File: src/rtl/uart_pkg.sv
`default_nettype none
// ============================================================================
//  Module      : uart_pkg
//  Description : Constants shared between the UART receive and transmit paths.
//  Revision    : 1.0  initial release
// ============================================================================
package uart_pkg;

    // Width of one UART character as seen by the bus side.
    localparam int UART_DATA_W = 8;

    // Default number of entries in the receive buffer.
    localparam int UART_RX_FIFO_DEPTH = 16;

endpackage : uart_pkg
`default_nettype wire

File: src/rtl/uart_pulse_sync.sv
`default_nettype none
// ============================================================================
//  Module      : uart_pulse_sync
//  Description : Brings a level/pulse from the baud_clk domain into clk with a
//                two-flop synchroniser and emits a single-cycle pulse on each
//                rising edge of the synchronised signal.
//  Revision    : 1.0  initial release
// ============================================================================
module uart_pulse_sync (
    input  logic clk,
    input  logic rst,
    input  logic async_in,
    output logic pulse_out
);

    // r_s1/r_s2 form the metastability chain; r_s3 is the delayed copy used
    // only for edge detection and never sees the raw asynchronous input.
    logic r_s1;
    logic r_s2;
    logic r_s3;

    // Synchroniser and edge-detect history; all cleared by reset so that a
    // level still high after reset is seen as a fresh rising edge.
    always_ff @(posedge clk) begin
        if (rst) begin
            r_s1 <= 1'b0;
            r_s2 <= 1'b0;
            r_s3 <= 1'b0;
        end else begin
            r_s1 <= async_in;
            r_s2 <= r_s1;
            r_s3 <= r_s2;
        end
    end

    // One pulse per assertion, however long the source stays high.
    assign pulse_out = r_s2 & ~r_s3;

endmodule : uart_pulse_sync
`default_nettype wire

File: src/rtl/uart_rx_fifo.sv
`default_nettype none
// ============================================================================
//  Module      : uart_rx_fifo
//  Description : Receive buffer behind the UART RX shift register. Captures a
//                byte on every synchronised rising edge of rx_done and holds
//                it in a first-word-fall-through FIFO for the bus side.
//                Reports empty, full, occupancy and a sticky overrun flag.
//  Revision    : 1.0  initial release
// ============================================================================
module uart_rx_fifo
    import uart_pkg::*;
#(
    parameter int DEPTH  = UART_RX_FIFO_DEPTH,
    parameter int ADDR_W = $clog2(DEPTH)
) (
    input  logic                   clk,
    input  logic                   rst,
    input  logic [UART_DATA_W-1:0] rx_byte,
    input  logic                   rx_done,
    input  logic                   rd_en,
    input  logic                   clr_overrun,
    output logic [UART_DATA_W-1:0] rd_data,
    output logic                   empty,
    output logic                   full,
    output logic [ADDR_W:0]        count,
    output logic                   overrun
);

    // Occupancy value that means "every slot used".
    localparam logic [ADDR_W:0]   c_FULL_CNT = (ADDR_W + 1)'(DEPTH);
    localparam logic [ADDR_W:0]   c_CNT_ONE  = (ADDR_W + 1)'(1);
    localparam logic [ADDR_W-1:0] c_PTR_ONE  = ADDR_W'(1);

    // ------------------------------------------------------------------
    // Storage and bookkeeping
    // ------------------------------------------------------------------
    logic [UART_DATA_W-1:0] r_mem [DEPTH];
    logic [ADDR_W-1:0]      r_wr_ptr;
    logic [ADDR_W-1:0]      r_rd_ptr;
    logic [ADDR_W:0]        r_count;
    logic                   r_overrun;

    logic w_push;
    logic w_empty;
    logic w_full;
    logic w_rd_ok;
    logic w_wr_ok;
    logic w_ovr_set;

    // ------------------------------------------------------------------
    // Cross rx_done into clk and turn it into a one-cycle write request.
    // The byte itself is not synchronised: the shift register keeps it
    // stable for a full baud period, far longer than the three-cycle path.
    // ------------------------------------------------------------------
    uart_pulse_sync u_done_sync (
        .clk       (clk),
        .rst       (rst),
        .async_in  (rx_done),
        .pulse_out (w_push)
    );

    // Status comes purely from the registered occupancy.
    assign w_empty = (r_count == '0);
    assign w_full  = (r_count == c_FULL_CNT);

    // Decide which of read / write / drop happens this cycle. A read on a
    // full FIFO frees the slot the simultaneous write then takes, so that
    // case is accepted rather than counted as an overrun.
    always_comb begin
        w_rd_ok   = rd_en & ~w_empty;
        w_wr_ok   = w_push & (~w_full | w_rd_ok);
        w_ovr_set = w_push & w_full & ~w_rd_ok;
    end

    // Byte storage; deliberately not reset since nothing is readable while
    // the FIFO reports empty.
    always_ff @(posedge clk) begin
        if (!rst && w_wr_ok) begin
            r_mem[r_wr_ptr] <= rx_byte;
        end
    end

    // Pointers wrap naturally at DEPTH because DEPTH is a power of two.
    always_ff @(posedge clk) begin
        if (rst) begin
            r_wr_ptr <= '0;
            r_rd_ptr <= '0;
        end else begin
            if (w_wr_ok) begin
                r_wr_ptr <= r_wr_ptr + c_PTR_ONE;
            end
            if (w_rd_ok) begin
                r_rd_ptr <= r_rd_ptr + c_PTR_ONE;
            end
        end
    end

    // Occupancy tracks accepted writes minus accepted reads.
    always_ff @(posedge clk) begin
        if (rst) begin
            r_count <= '0;
        end else begin
            unique case ({w_wr_ok, w_rd_ok})
                2'b10:   r_count <= r_count + c_CNT_ONE;
                2'b01:   r_count <= r_count - c_CNT_ONE;
                default: r_count <= r_count;
            endcase
        end
    end

    // Sticky overrun; a new drop in the same cycle as a clear keeps it set.
    always_ff @(posedge clk) begin
        if (rst) begin
            r_overrun <= 1'b0;
        end else if (w_ovr_set) begin
            r_overrun <= 1'b1;
        end else if (clr_overrun) begin
            r_overrun <= 1'b0;
        end
    end

    // ------------------------------------------------------------------
    // Outputs: head of queue falls through, forced to zero when empty.
    // ------------------------------------------------------------------
    assign rd_data = w_empty ? '0 : r_mem[r_rd_ptr];
    assign empty   = w_empty;
    assign full    = w_full;
    assign count   = r_count;
    assign overrun = r_overrun;

endmodule : uart_rx_fifo
`default_nettype wire

File: config.mk
export PLATFORM = sky130hd
export DESIGN_NAME = uart_rx_fifo
export DESIGN_NICKNAME = d
export VERILOG_FILES = /design/src/rtl/uart_pkg.sv /design/src/rtl/uart_pulse_sync.sv /design/src/rtl/uart_rx_fifo.sv
export SDC_FILE = /design/constraint.sdc
export NUM_CORES = 1
export LEC_CHECK = 0
export BUFFER_PORTS_ARGS = -buffer_cell sky130_fd_sc_hd__buf_4
export CAP_MARGIN = 40
export CORE_MARGIN = 2
export CORE_UTILIZATION = 35
export DETAILED_ROUTE_END_ITERATION = 6
export GPL_ROUTABILITY_DRIVEN = 0
export PLACE_DENSITY = 0.55
export SLEW_MARGIN = 20
export SYNTH_ARGS = -nofsm -noshare
export SYNTH_HDL_FRONTEND = slang
export SYNTH_SLANG_ARGS = --single-unit
File: constraint.sdc
create_clock -name clk -period 5.6 [get_ports clk]
set_clock_uncertainty 0.05 [all_clocks]
set_input_delay 0.56 -clock clk [delete_from_list [all_inputs] [get_ports clk]]
set_output_delay 0.56 -clock clk [all_outputs]
set_load 0.02 [all_outputs]
==> out/results.tsv <==
stage	metric	value	unit
run_status	outcome	complete, no violations	
routing	ant_nets	0	
cts	hold_buffers	0	
floorplanning	fp.dieH	135	um
cts	cts_buffer_depth	2	
critical_path	arrival	2.59	ns
timing	hold_slack	0.302	ns
global_routing	grt_pass1_vias	3197	
routing	vias	3086	
synth	synth_cell_type_count	41	
critical_path	startpoint_type	register	
timing	min_period_over_period	57.2	%
floorplanning	initial_core_util	35.9	%
critical_path	r2r_start	count[1]	
timing	rsz0062_at_grt	no	
floorplanning	die_w	135	um
cells_and_area	mostFrequentLayoutCell	edfxtp_1	
timing	setup_viol	0	
cts	cts-resized-gates	0	
routing	viasPerCell	5.03	
cts	cts.clk_slew.worst_paths	0.05	ns
critical_path	worstRegToRegCells	8	
critical_path	cp-endpoint	rd_data[6]	
cts	htreeDepth	4	
critical_path	crit_chain	buf_4 > mux4_2 > mux2i_1 > o22ai_1 > buf_4	
cells_and_area	diodes	0	
placed_design	dpl.hpwl	8.04	mm
cts	clock-root-buffer	clkbuf_16	
routing	routed_wl	12.3	mm
timing	finalSetupTns	0	ns
routing	dr.pass1.iters	4	
timing	slew_viol_final	0	
floorplanning	design.die.area	18100	um^2
synth	netlist_instances	332	
synth	synth_ff_type	edfxtp_1	
timing	fmax	312	MHz
critical_path	critPathBufInv	2	
critical_path	cp.required	4.99	ns
cells_and_area	syn2layout_area_growth	18.5	%
critical_path	critPathMaxFanout	18	
critical_path	slowest_stage	dfxtp_2	
cts	post_cts_buffers	0	
global_routing	grt.total_usage	14.6	%
critical_path	worstReg2RegEnd	count[4]	
power_and_ir_drop	p_leak	2.28	nW
critical_path	worstSetupEndpointType	output port	
global_routing	overflow	0	
cts	cts.sinks	149	
routing	drc	0	
min_path	hp-class	primary input to register	
floorplanning	io_pins	29	
floorplanning	coreArea	16600	um^2
global_routing	grt_pass1_wl	18.7	mm
synth	netlist_area	5970	um^2
routing	drtIter0Drc	165	
placed_design	io_buffer_count	28	
global_routing	grt_max_degree	33	
cts	cts_inserted_buffers	17	
power_and_ir_drop	p_per_area	448	nW/um^2
flow_run	maxCapViolations	0	
routing	detail_route.wl_per_cell	20.0	um
synth	synth_fp_nets	352	
cts	cts_tree	done	
critical_path	crit_type	register to output port	
timing	worstMarginPinSlew	0.521	ns
power_and_ir_drop	ir_drop	281	uV
cells_and_area	nets	403	
critical_path	crit_path_max_incr_delay	0.66	ns
critical_path	r2r_setup_slack	2.92	ns
cells_and_area	layout-drive-gt1-share	28.9	%
timing	layout_min_cycle_time	3.20	ns
power_and_ir_drop	total_power	3.17	mW
global_routing	antenna_found_initial	0	
synth	ys_ff_latch	149	
critical_path	crit_family	multiplexers	
timing	hold_viol	0	
cells_and_area	final_cell_mix	128 x edfxtp_1, 47 x buf_4, 34 x nor2_1, 32 x mux4_2, 20 x dfxtp_1	
floorplanning	row_count	47	
min_path	hold-path-cell-count	2	
critical_path	crit_cells	5	
critical_path	cp_common_cell	buf_4	
synth	async_reset_ff_share	0	%
cts	worstSkewPairLatency	0.41	ns
synth	yosysWarnings	0	
synth	synth_edf_count	128	
synth	syn_area_per_cell	18.0	um^2
timing	slew_headroom	65.3	%
cells_and_area	finish.utilization	42.5	%
synth	ys_seq_area_share	71.4	%
[through the flow]
stage / setup WS, ns / cells / instance area, um^2
final: 2.40 / 614 / 7080
after global routing: 2.15 / 614 / 7080
after CTS: 2.28 / 612 / 7060
after detailed placement: 2.75 / 582 / 6520
after global placement: 2.68 / 567 / 6400
after floorplan: 3.00 / 332 / 5970
[area by class of cell]
cell class | count | area, um^2
Clock buffer | 21 | 440
Clock inverter | 9 | 106
Fill cell | 1479 | 9560
Inverter | 6 | 22.5
Multi-Input combinational cell | 161 | 1610
Sequential cell | 149 | 4270
Tap cell | 220 | 275
Timing Repair Buffer | 48 | 364
[worst reg2reg max path: stages, from the launching register on]
cell	delay, ns
dfxtp_1	0.41
or4_4	0.62
o211ai_4	0.27
inv_2	0.10
ha_1	0.30
inv_1	0.09
nor2_1	0.05
o32ai_1	0.32
mux2_1	0.35
[worst min path at each step]
stage | start | slack [ns] | to
final | rx_done | 0.30 | u_done_sync.r_s1
after global routing | rx_done | 0.30 | u_done_sync.r_s1
after CTS | rx_done | 0.29 | u_done_sync.r_s1
after detailed placement | u_done_sync.r_s1 | 0.38 | u_done_sync.r_s2
after global placement | u_done_sync.r_s1 | 0.38 | u_done_sync.r_s2
after floorplan | u_done_sync.r_s1 | 0.36 | u_done_sync.r_s2
[registers in the layout (all words and copies together), names as in the netlist, named ones only]
register and cells:
u_done_sync.r_s3 1, r_mem 128, u_done_sync.r_s2 1, r_wr_ptr 4, count 5, u_done_sync.r_s1 1, r_rd_ptr 4, overrun 1
[cells by family after synthesis]
kind of cell               synth area share [%]
DFF                                        71.4
and+or+nand+nor                            5.41
muxes                                      15.8
AOI/OAI and AO/OA                          3.31
buffers and inverters                      1.72
adders and majority gates                  1.47
xor gates and xnor gates                  0.880
[Yosys cell counts, drive strengths merged, types with 2 or more instances]
master | instances | area [um^2]
xor2 | 3 | 26.3
or3 | 2 | 12.5
inv | 6 | 22.5
nand3 | 5 | 25.0
mux4 | 32 | 721
clkbuf | 9 | 33.8
mux2i | 19 | 190
edfxtp | 128 | 3840
o211ai | 4 | 43.8
mux2 | 3 | 33.8
o21ai | 5 | 25.0
a31oi | 3 | 18.8
a21oi | 3 | 15.0
nor2b | 5 | 31.3
ha | 7 | 87.6
o22ai | 8 | 50.1
nor3b | 2 | 15.0
nand2b | 3 | 18.8
nor3 | 3 | 15.0
xnor2 | 3 | 26.3
nor2 | 34 | 128
nand2 | 6 | 22.5
buf | 7 | 46.3
dfxtp | 21 | 420
[per-layer routing]
layer | vias up | wire length [um] | global-route usage, %
li1 | 1417 | - | -
met4 | 0 | 149 | 4.56
met5 | - | 0 | 0
met1 | 1569 | 5270 | 19.0
met3 | 15 | 788 | 4.20
met2 | 85 | 6070 | 23.6
[where the power goes]
| part | total, mW | internal [mW] | switching, mW |
|---|---|---|---|
| combinational | 0.801 | 0.381 | 0.419 |
| sequential | 1.31 | 1.24 | 0.0762 |
| clock | 1.06 | 0.649 | 0.414 |
| total | 3.17 | 2.27 | 0.909 |
No activity file was read; power rests on OpenSTA's default activity.
